$ cat src/rtl/mux_scan_controller.sv
// rtl/mux_scan_controller.sv - steps a 4-to-1 mux select through all channels,
// samples each after DWELL cycles and hands the 4-bit word over with VALID/ACK.
module mux_scan_controller #(
   parameter int DWELL = 4
) (
   input  logic       clk,
   input  logic       rst_n,
   input  logic       start,
   input  logic       cont,
   input  logic       abort,
   input  logic       mux_out,
   output logic       s0,
   output logic       s1,
   output logic       busy,
   output logic [3:0] data,
   output logic       valid,
   input  logic       ack,
   output logic       overrun
);

   localparam int CW = (DWELL > 1) ? $clog2(DWELL) : 1;
   localparam logic [CW-1:0] LAST = CW'(DWELL - 1);

   typedef enum logic {IDLE, SCAN} state_t;

   state_t        state, state_n;
   logic [1:0]    chan, chan_n;
   logic [CW-1:0] cnt, cnt_n;
   logic [2:0]    shadow, shadow_n;
   logic [3:0]    data_n;
   logic          valid_n, overrun_n;

   assign s1   = chan[1];
   assign s0   = chan[0];
   assign busy = (state == SCAN);

   always_ff @(posedge clk or negedge rst_n) begin
      if (!rst_n) begin
         state   <= IDLE;
         chan    <= 2'd0;
         cnt     <= '0;
         shadow  <= 3'd0;
         data    <= 4'd0;
         valid   <= 1'b0;
         overrun <= 1'b0;
      end else begin
         state   <= state_n;
         chan    <= chan_n;
         cnt     <= cnt_n;
         shadow  <= shadow_n;
         data    <= data_n;
         valid   <= valid_n;
         overrun <= overrun_n;
      end
   end

   always_comb begin
      state_n   = state;
      chan_n    = chan;
      cnt_n     = cnt;
      shadow_n  = shadow;
      data_n    = data;
      valid_n   = valid;
      overrun_n = overrun;

      // An accept is overridden below if a fresh word lands on the same edge.
      if (valid && ack) valid_n = 1'b0;

      case (state)
         IDLE: begin
            if (start) begin
               state_n   = SCAN;
               chan_n    = 2'd0;
               cnt_n     = '0;
               shadow_n  = 3'd0;
               overrun_n = 1'b0;
            end
         end
         SCAN: begin
            if (abort) begin
               state_n  = IDLE;
               chan_n   = 2'd0;
               cnt_n    = '0;
               shadow_n = 3'd0;
            end else if (cnt == LAST) begin
               cnt_n  = '0;
               chan_n = chan + 2'd1;
               case (chan)
                  2'd0: shadow_n[0] = mux_out;
                  2'd1: shadow_n[1] = mux_out;
                  2'd2: shadow_n[2] = mux_out;
                  default: begin
                     data_n   = {mux_out, shadow};
                     valid_n  = 1'b1;
                     shadow_n = 3'd0;
                     if (valid && !ack) overrun_n = 1'b1;
                     if (!cont) state_n = IDLE;
                  end
               endcase
            end else begin
               cnt_n = cnt + CW'(1);
            end
         end
         default: state_n = IDLE;
      endcase
   end

endmodule

$ cat config.mk
export PLATFORM = sky130hd
export DESIGN_NAME = mux_scan_controller
export DESIGN_NICKNAME = d
export VERILOG_FILES = /design/src/rtl/mux_scan_controller.sv
export SDC_FILE = /design/constraint.sdc
export NUM_CORES = 1
export LEC_CHECK = 0
export ABC_AREA = 1
export CORE_ASPECT_RATIO = 0.75
export CORE_UTILIZATION = 30
export CTS_CLUSTER_SIZE = 14
export DETAILED_ROUTE_END_ITERATION = 16
export SLEW_MARGIN = 20
export SYNTH_ARGS = -nofsm -noshare
export SYNTH_HDL_FRONTEND = slang
export SYNTH_SLANG_ARGS = --single-unit
$ cat constraint.sdc
create_clock -name clk -period 1.5 [get_ports clk]
set_input_delay 0.3 -clock clk [delete_from_list [all_inputs] [get_ports clk]]
set_output_delay 0.3 -clock clk [all_outputs]
set_load 0.02 [all_outputs]
==> impl_metrics.csv <==
group,metric,value,unit
outcome,status,"finished, final reports clean",
worst_setup_path,cp-end-kind,"flip-flop",
cells_and_area,postLayoutCellArea,973,sq um
global_routing,overflow,0,
synthesis,synthCells,86,
pwr,p_per_area,994,nW/um^2
pwr,internal_power,0.000663,W
synthesis,synth-simple-area-share,0.235,
synthesis,synth_common_cells,"nand2_1, dfrtp_1, inv_1, o21ai_0, ha_1",
worst_setup_path,crit_cells,6,
placement,placed_area,947,sq um
synthesis,synth_xor_area_frac,0,
cts,hold_buffers,0,
timing,final.setup_skew,0.00372,ns
cts,cts-root-buf,"clkbuf_4",
timing,max_slew_margin,0.788,
global_routing,grt_max_degree,15,
cts,cts_buffers,3,
synthesis,netlist_area,762,sq um
synthesis,ys_warn_count,0,
cells_and_area,fillers,237,
pwr,pwr-share-comb,0.265,
pwr,leakage,0.501,nW
synthesis,ys_ff_latch,14,
synthesis,async_flop_share,1.00,
detailed_routing,viasPerCell,4.20,
detailed_routing,post-route-drc-count,0,
synthesis,yosysTopAreaCellShare,0.460,
worst_setup_path,critical_path_class,"flip-flop to flip-flop",
timing,whs,0.318,ns
synthesis,avgSynthCellArea,8.86,sq um
worst_setup_path,cp_data_arrival_time,1.65,ns
timing,post-route-period-util,0.982,
synthesis,synth_area_leader_cell,"dfrtp_1",
synthesis,synth_edf_count,0,
synthesis,syn-num-nets,99,
synthesis,ys_seq_area_frac,0.460,
cts,cts_resized,9,
synthesis,synth_fa_ha_area_frac,0.0985,
placement,io_buffers,15,
cells_and_area,num_antenna_cells,0,
detailed_routing,vias,584,
detailed_routing,antenna_left,0,
worst_setup_path,critPathBufInv,1,
placement,gp_routability_congestion,0.782,
worst_setup_path,crit_path_frequent_cell,"nand2_1",
synthesis,synth_ff_type,"dfrtp_1",
worst_setup_path,worst_ep_required_time,1.67,ns
synthesis,synthMuxAreaShare,0.0131,
cells_and_area,area_growth,27.8,%
cts,cts_buffer_depth,2,
timing,post-route-min-period,1.47,ns
worst_setup_path,cp_top_family,"flip-flops",
worst_setup_path,crit_slowest_cell,"dfrtp_2",
global_routing,grt_pass1_wl,2600,um
cells_and_area,utilization,0.415,
cts,cts_setup_buffers,0,
detailed_routing,wire_per_inst,10.3,um
synthesis,synth.most_common_cell,"nand2_1",
global_routing,grt_antenna_before_repair,0,
synthesis,synth_compound_area_frac,0.105,
pwr,clockPowerShare,0.277,
die,ioPinCount,16,
pwr,seqPwrFrac,0.459,
pwr,ir_drop,0.608,mV
die,die-area,2750,sq um
detailed_routing,wl,1430,um
worst_setup_path,slowest_delay,0.45,ns
cts,clk_pin_slew_worst_paths,0.08,ns
global_routing,grt_usage,0.136,
cells_and_area,drive_gt1_frac,0.105,
pwr,switching_share,0.315,
placement,dp_slack,-0.00117,ns
detailed_routing,first_pass_iters,5,
worst_setup_path,reg2reg_depth,6,
timing,slew_violations,0,
timing,setup_violations,0,
die,die_w,60.2,um
worst_setup_path,critPathMaxFanout,5,
cts,htree_levels,1,
cts,clk_latency,0.28,ns
timing,fin_ws,0.0264,ns
synthesis,synth_top_family_by_area,"simple AND/OR/NAND/NOR gates",
pwr,switchingPower,0.000305,W
synthesis,ys_types,18,
die,core_area,2350,sq um
placement,dp_hpwl,1120,um
timing,max_freq,0.679,GHz
global_routing,grt_pass1_vias,623,
timing,tightest_slew,0.315,ns
synthesis,synth_area_leaders,"dfrtp_1, nand2_1, ha_1, o21ai_0, inv_1",
timing,final-hold-violation-count,0,
die,die_h,45.6,um
detailed_routing,dr.first_iter.drc_count,13,
die,num_rows,15,
cts,cts.sinks,14,
timing,setup_tns,0,ns
worst_setup_path,worstSetupStartpointType,"flip-flop",
job,max-cap-violations,0,
die,start_util,0.325,
worst_setup_path,path_cells,"inv_1 -> ha_1 -> o21ai_0 -> nand2_1 -> nand2_1 -> o21ai_1",
cells_and_area,finalNetCount,119,
cts,cts_tree,"built",
worst_hold_path,hold_class,"input port to asynchronous set/reset pin",
[worst paths after layout]
path | start | endpoint | slack (ns)
max | chan[0] | shadow[0] | 0.03
min | rst_n | overrun | 0.32
max reg2reg | chan[0] | shadow[0] | 0.03
min reg2reg | overrun | overrun | 0.48
max in group asynchronous | rst_n | chan[0] | 1.00
min in group clk | overrun | overrun | 0.48
[metrics by stage]
step / std cells / power, W
floorplan: 86 / 0.000625
global placement: 135 / 0.000724
detailed placement: 135 / 0.000724
CTS: 139 / 0.000981
global route: 139 / 0.00104
finish: 139 / 0.000968
[power by group through the flow]
stage | sequential, W | clock (W) | combinational (W)
floorplan | 0.000477 | 0 | 0.000148
global placement | 0.000449 | 0 | 0.000274
detailed placement | 0.000452 | 0 | 0.000272
CTS | 0.000444 | 0.000279 | 0.000258
global route | 0.000451 | 0.000301 | 0.000291
finish | 0.000444 | 0.000268 | 0.000256
[cell usage in the layout (no fill, tap or decap)]
cell type / n
o21ai_1: 2
nand2_4: 1
clkdlybuf4s50_1: 6
nor2_1: 3
buf_4: 2
mux2i_1: 1
dfrtp_1: 13
nand3_2: 1
clkbuf_4: 3
dlygate4sd2_1: 9
nand3_1: 4
dfrtp_2: 1
clkbuf_8: 1
ha_1: 6
nor3b_1: 1
a22oi_1: 2
nor2_8: 1
inv_1: 11
nand4_1: 1
inv_2: 1
o21ai_0: 11
nand2_1: 23
or2_1: 1
[per-layer routing]
metal / vias to the layer above / track usage / part of all wire
met4: 0 / 0.0837 / 0.019
met1: 256 / 0.176 / 0.52
met5: - / 0 / 0
met3: 2 / 0.0568 / 0.038
met2: 11 / 0.189 / 0.43
li1: 315 / - / -
[layout make-up]
| cell class | instances | area, sq um | area share |
|---|---|---|---|
| clock buffers | 4 | 36.3 | 0.0373 |
| inverters | 12 | 45.0 | 0.0463 |
| multi-input cells | 58 | 344 | 0.353 |
| flip-flops and latches | 14 | 352 | 0.361 |
| well taps | 34 | 42.5 | 0.0437 |
| repair buffers | 17 | 154 | 0.158 |
[flip-flops by register name, summed over array words and instances, names as in the netlist]
signal and flops:
data 4, shadow 3, chan 2, cnt 2, busy 1, overrun 1
valid 1
[cells by family (layout without fill, tap and decap cells)]
kind of cell,after synthesis,count (layout)
AND/OR/NAND/NOR,36,36
AO/OA/AOI/OAI,15,15
flip-flops,14,14
buffers and inverters,14,33
adder cells (fa/ha/maj),6,6
multiplexers,1,1
No activity file was read; power rests on OpenSTA's default activity.
